## src/rtl/uart_pkg.sv

```systemverilog
// Shared UART definitions: default clock/baud, bit-time derivation, FSM state encoding.
package uart_pkg;

   localparam int unsigned DEF_CLK_FREQ  = 50_000_000;
   localparam int unsigned DEF_BAUD_RATE = 9600;

   typedef enum logic [1:0] {
      IDLE  = 2'd0,
      START = 2'd1,
      DATA  = 2'd2,
      STOP  = 2'd3
   } uart_state_t;

   // Clock cycles per serial bit (integer division).
   function automatic int unsigned bit_cnt(input int unsigned clk_freq, input int unsigned baud_rate);
      return clk_freq / baud_rate;
   endfunction

   // Clock cycles to the middle of a bit.
   function automatic int unsigned half_cnt(input int unsigned clk_freq, input int unsigned baud_rate);
      return bit_cnt(clk_freq, baud_rate) / 2;
   endfunction

endpackage

```

## src/rtl/rx_uart_if.sv

```systemverilog
// Receive-side result bus: received byte plus one-cycle valid / framing-error strobes.
interface rx_uart_if;
   logic [7:0] rx_data;
   logic       rx_valid;
   logic       rx_err;

   modport master (output rx_data, output rx_valid, output rx_err);
   modport slave  (input  rx_data, input  rx_valid, input  rx_err);
endinterface

```

## src/rtl/uart_sync.sv

```systemverilog
// 1-bit two-flop synchronizer with a configurable reset value.
module uart_sync #(
   parameter logic RST_VAL = 1'b1
) (
   input  logic clk,
   input  logic rst,
   input  logic d,
   output logic q
);

   logic meta;

   // Two-stage capture of the asynchronous input.
   always_ff @(posedge clk or negedge rst) begin
      if (!rst) begin
         meta <= RST_VAL;
         q    <= RST_VAL;
      end else begin
         meta <= d;
         q    <= meta;
      end
   end

endmodule

```

## src/rtl/rx_uart.sv

```systemverilog
// 8N1 UART receiver: start-edge detect, mid-bit sampling, LSB-first shift, stop-bit check.
module rx_uart
   import uart_pkg::*;
#(
   parameter int unsigned CLK_FREQ  = DEF_CLK_FREQ,
   parameter int unsigned BAUD_RATE = DEF_BAUD_RATE
) (
   input  logic       clk,
   input  logic       rst,
   input  logic       rx,
   rx_uart_if.master  bus
);

   localparam int unsigned BIT_CNT  = bit_cnt(CLK_FREQ, BAUD_RATE);
   localparam int unsigned HALF_CNT = half_cnt(CLK_FREQ, BAUD_RATE);
   localparam int unsigned CNT_W    = $clog2(BIT_CNT);
   localparam logic [CNT_W-1:0] BIT_LAST  = CNT_W'(BIT_CNT - 1);
   localparam logic [CNT_W-1:0] HALF_LAST = CNT_W'(HALF_CNT - 1);

   uart_state_t      state, state_n;
   logic [CNT_W-1:0] cnt, cnt_n;
   logic [2:0]       idx, idx_n;
   logic [7:0]       shreg, shreg_n;
   logic [7:0]       data_q, data_n;
   logic             valid_q, valid_n;
   logic             err_q, err_n;
   logic             rx_s;
   logic             rx_prev;

   uart_sync #(.RST_VAL(1'b1)) u_sync (
      .clk (clk),
      .rst (rst),
      .d   (rx),
      .q   (rx_s)
   );

   // FSM, bit timing, shift register, outputs and edge-detect history.
   always_ff @(posedge clk or negedge rst) begin
      if (!rst) begin
         state   <= IDLE;
         cnt     <= '0;
         idx     <= '0;
         shreg   <= '0;
         data_q  <= '0;
         valid_q <= 1'b0;
         err_q   <= 1'b0;
         rx_prev <= 1'b1;
      end else begin
         state   <= state_n;
         cnt     <= cnt_n;
         idx     <= idx_n;
         shreg   <= shreg_n;
         data_q  <= data_n;
         valid_q <= valid_n;
         err_q   <= err_n;
         rx_prev <= rx_s;
      end
   end

   // Next-state logic; only the mid-bit samples in START/DATA/STOP are looked at.
   always_comb begin
      state_n = state;
      cnt_n   = cnt + CNT_W'(1);
      idx_n   = idx;
      shreg_n = shreg;
      data_n  = data_q;
      valid_n = 1'b0;
      err_n   = 1'b0;
      case (state)
         IDLE: begin
            cnt_n = '0;
            if (!rx_s && rx_prev) state_n = START;
         end
         START: begin
            if (cnt == HALF_LAST) begin
               cnt_n = '0;
               if (!rx_s) begin
                  idx_n   = '0;
                  state_n = DATA;
               end else begin
                  state_n = IDLE;
               end
            end
         end
         DATA: begin
            if (cnt == BIT_LAST) begin
               cnt_n          = '0;
               shreg_n[idx]   = rx_s;
               idx_n          = idx + 3'd1;
               if (idx == 3'd7) state_n = STOP;
            end
         end
         STOP: begin
            if (cnt == BIT_LAST) begin
               cnt_n   = '0;
               state_n = IDLE;
               if (rx_s) begin
                  data_n  = shreg;
                  valid_n = 1'b1;
               end else begin
                  err_n = 1'b1;
               end
            end
         end
         default: state_n = IDLE;
      endcase
   end

   assign bus.rx_data  = data_q;
   assign bus.rx_valid = valid_q;
   assign bus.rx_err   = err_q;

endmodule
```

## src/flat_wrapper.sv

```systemverilog
// flat-port wrapper written by rule: the top's interface ports become plain ports
module rx_uart_flat import uart_pkg::*;
#(
   parameter int unsigned CLK_FREQ  = DEF_CLK_FREQ,
   parameter int unsigned BAUD_RATE = DEF_BAUD_RATE
)
  (clk, rst, rx, bus_rx_data, bus_rx_valid, bus_rx_err);
  rx_uart_if bus_i ();
  input  logic clk;
  input  logic rst;
  input  logic rx;
  output wire logic [$bits(bus_i.rx_data)-1:0] bus_rx_data;
  output wire logic [$bits(bus_i.rx_valid)-1:0] bus_rx_valid;
  output wire logic [$bits(bus_i.rx_err)-1:0] bus_rx_err;
  assign bus_rx_data = bus_i.rx_data;
  assign bus_rx_valid = bus_i.rx_valid;
  assign bus_rx_err = bus_i.rx_err;
  rx_uart #(.CLK_FREQ(CLK_FREQ), .BAUD_RATE(BAUD_RATE)) u_core (.clk(clk), .rst(rst), .rx(rx), .bus(bus_i));
endmodule
```

## config.mk

```make
export PLATFORM = sky130hd
export DESIGN_NAME = rx_uart_flat
export DESIGN_NICKNAME = d
export VERILOG_FILES = /design/src/rtl/uart_pkg.sv /design/src/rtl/rx_uart_if.sv /design/src/rtl/uart_sync.sv /design/src/rtl/rx_uart.sv /design/src/flat_wrapper.sv
export SDC_FILE = /design/constraint.sdc
export NUM_CORES = 1
export LEC_CHECK = 0
export ABC_AREA = 0
export CAP_MARGIN = 0
export CORE_UTILIZATION = 40
export DETAILED_ROUTE_END_ITERATION = 16
export PLACE_DENSITY = 0.68
export SLEW_MARGIN = 20
export SYNTH_ARGS = -nofsm -noshare
export SYNTH_HDL_FRONTEND = slang
export SYNTH_SLANG_ARGS = --single-unit
```

## constraint.sdc

```tcl
create_clock -name clk -period 3.1 [get_ports clk]
set_clock_uncertainty 0.1 [all_clocks]
set_input_delay 0.62 -clock clk [delete_from_list [all_inputs] [get_ports clk]]
set_output_delay 0.62 -clock clk [all_outputs]
set_load 0.01 [all_outputs]
```

==> results.md <==
* Status: completed
* Final Cycle Share at 0.729
* Register area share after synthesis at 0.534
* WHS at ~260 ps
* Pre-antenna DRT Iters at 4
* Seq cells post-synth at 39
* Type of destination of the critical path: register
* Core Region at 4380 sq um
* Slew Limit Fails at 0
* Endpoints failing setup at 0
* Power per cell area at between 400 and 500 nW/um^2
* Nets at ~170
* Syn Std Cell Area at between 1500 and 2000 sq um
* Final TNS setup at 0 ps
* I/O Buffers at 12
* Number of global-route vias before repair at 1155
* Largest net degree at the start of global routing at 40
* DRT iter0 DRCs at 81
* # H-tree levels at 2
* VDD IR-drop max at around 0.5 mV
* Cts hold-fix bufs at 0
* WS Path Type: reg -> reg
* Vias/cell at between 5 and 6
* Skew-Pair Late Insertion Delay at between 200 and 300 ps
* Worst-Margin Slew at roughly 840 ps
* Final Util at 0.472
* Clock sink count at 39
* Critical Path Start Type: register
* CTS max path bufs at 2
* Die area at a little under 5000 sq um
* Yosys top cell by area: dfrtp_1
* Die W at around 70 um
* First-pass GRT wire length at 5520 um
* Post-Syn Nets at about 160
* F_max at 0.442 GHz
* Wirelength per Cell at between 10 and 15 um
* Die H at 69.7 um
* Ratio of cells with drive above 1 in the final layout at 0.196
* CTS tree: done
* Root buf cell: clkbuf_8
* Antenna Nets Post-Route at 0
* Avg Cell Area, Syn at ~12 sq um
* Worst path max stage delay at between 400 and 500 ps
* Slowest-stage cell, CP: nor2_2
* Slack of the critical path at between 800 and 900 ps
* Fillers at roughly 420
* Delay-heaviest family, CP: simple AND/OR/NAND/NOR gates
* Tmin final at 2260 ps
* Placed Area at around 2000 sq um
* P&R area growth vs syn at 12.8%
* RSZ-0062 raised after global routing: false
* Total track usage at 0.146
* Initial antenna violation count at 0
* Largest cells by area after synthesis: dfrtp_1, mux2_2, dfstp_2
* Synth top area share at 0.491
* Leak at approximately 0.9 nW
* Critical path, cell by cell: ha_1 > and4b_1 > nand4_4 > nor2_2 > mux2_2
* Worst Path Arrival at ~2300 ps
* Boundary Pins at 13
* Initial Util at 0.419
* Drt total wl at 3100 um
* Cells after DPL at around 210
* Crit-path max FO at 15
* TritonCTS Buffers at 5
* Synth Instances at 153
* Cell area after layout at slightly above 2000 sq um
* Max-Cap Viols at 0
* Final HPWL DP at 2070 um
* Worst slew margin at 0.442
* Setup Slack @ Placement at around 830 ps
* WP data required at between 3000 and 4000 ps
* RD Place Congestion at between 0.8 and 0.9
* GR Overflow Total at 0
* Antenna Diode Count at 0
* YS warnings at 0
* # resized after CTS at 0
* Row Count at 24
* Hold violation count in the final report at 0
* Non-filler cells, final at 220
* Clock slew at reported path FFs at 70 ps
* Post-synthesis cell type count at 36
* Routed vias at roughly 1200
* Buf+Inv Stages, Crit Path at 0
* Post-CTS Setup Inserts at 0
* Min-delay worst type: reg -> reg
* Post-route DRC at 0
* Tot Pwr at approximately 1.0 mW
==> flip-flops by register name, summed over array words and instances (netlist names), named ones only <==
signal and flops:
u_core.cnt 13, u_core.bus.rx_data 8, u_core.shreg 8, u_core.idx 3, u_core.bus.rx_err 1, u_core.bus.rx_valid 1, u_core.rx_prev 1, u_core.state 1
u_core.u_sync.meta 1, u_core.u_sync.q 1
==> cells in the final DEF, fill, tap and decap left out, drive strengths merged, types with 3 or more instances in the layout <==
cell           count
nor3               5
dfstp              3
inv                5
nor2b              3
nand3              4
nand2              6
nand2b             3
mux2              16
nor4              10
and2               3
nor2              17
dfrtp             36
clkbuf             6
nand4              5
clkdlybuf4s50     11
xor2               3
xnor2              8
ha                 3
==> area by class of cell <==
type	count	area, sq um	area share
Clock inverter	2	12.5	0.00604
Timing Repair Buffer	12	115	0.0556
Inverter	5	18.8	0.00906
Multi-Input combinational cell	104	807	0.390
Sequential cell	39	980	0.473
Tap cell	52	65.1	0.0314
Clock buffer	6	72.6	0.0350
==> cells in the mapped netlist <==
library cell,count
a221o_1,2
a22oi_2,1
a311o_1,1
and2_1,3
and3_1,2
and4b_1,1
and4bb_1,1
and4bb_2,1
buf_2,3
buf_6,1
clkbuf_1,1
dfrtp_1,36
dfstp_2,3
ha_1,3
inv_1,5
mux2_1,1
mux2_2,15
nand2_1,6
nand2b_1,3
nand3_1,4
nand4_1,4
nand4_4,1
nor2_1,16
nor2_2,1
nor2b_1,3
nor3_1,5
nor3b_1,2
nor4_1,8
nor4_4,2
nor4b_1,2
o22a_1,2
o31ai_1,1
or3_1,1
or4b_2,1
xnor2_1,8
xor2_1,3
==> report_power, final <==
| part | leakage, nW | internal, mW | switching (mW) | total, mW |
|---|---|---|---|---|
| clock | 0.0412 | 0.157 | 0.176 | 0.333 |
| sequential | 0.524 | 0.545 | 0.0427 | 0.588 |
| combinational | 0.322 | 0.0459 | 0.0557 | 0.102 |
| total | 0.887 | 0.748 | 0.274 | 1.02 |
==> worst register-to-register path: cells and delay by family (launching register included) <==
kind / cells / cell delay [ps]
AND/OR/NAND/NOR: 3 / 1060
adder cells (fa/ha/maj): 1 / 230
multiplexers: 1 / 390
flip-flops: 1 / 370
==> metal layers <==
layer	up-vias	share of wire	routed length (um)	global-route usage
met1	591	0.49	1530	0.196
met4	0	0.020	63	0.0667
met3	6	0.027	85	0.0436
met2	12	0.46	1420	0.217
li1	572	-	-	-
met5	-	0	0	0
==> kinds of logic (layout without fill, tap and decap cells) <==
kind of cell	count (synthesis)	after routing	share of synthesized area
compound gates	7	7	0.0368
xor+xnor	11	11	0.0525
fa+ha+maj	3	3	0.0205
buf+inv	10	25	0.0266
flops	39	39	0.534
mux	16	16	0.0982
simple gates	67	67	0.232
==> path summary, 6_finish.rpt <==
check / startpoint / to / slack [ps] / depth (start not counted)
min: u_core.u_sync.meta / u_core.u_sync.q / 260 / 0
max: u_core.cnt[0] / u_core.bus.rx_data[6] / 840 / 5
min reg2reg: u_core.u_sync.meta / u_core.u_sync.q / 260 / 0
max reg2reg: u_core.cnt[0] / u_core.bus.rx_data[6] / 840 / 5
min in group asynchronous: rst / u_core.idx[0] / 330 / 1
max in group asynchronous: rst / u_core.cnt[12] / 2050 / 1
Power figures use the tool's default switching activity.
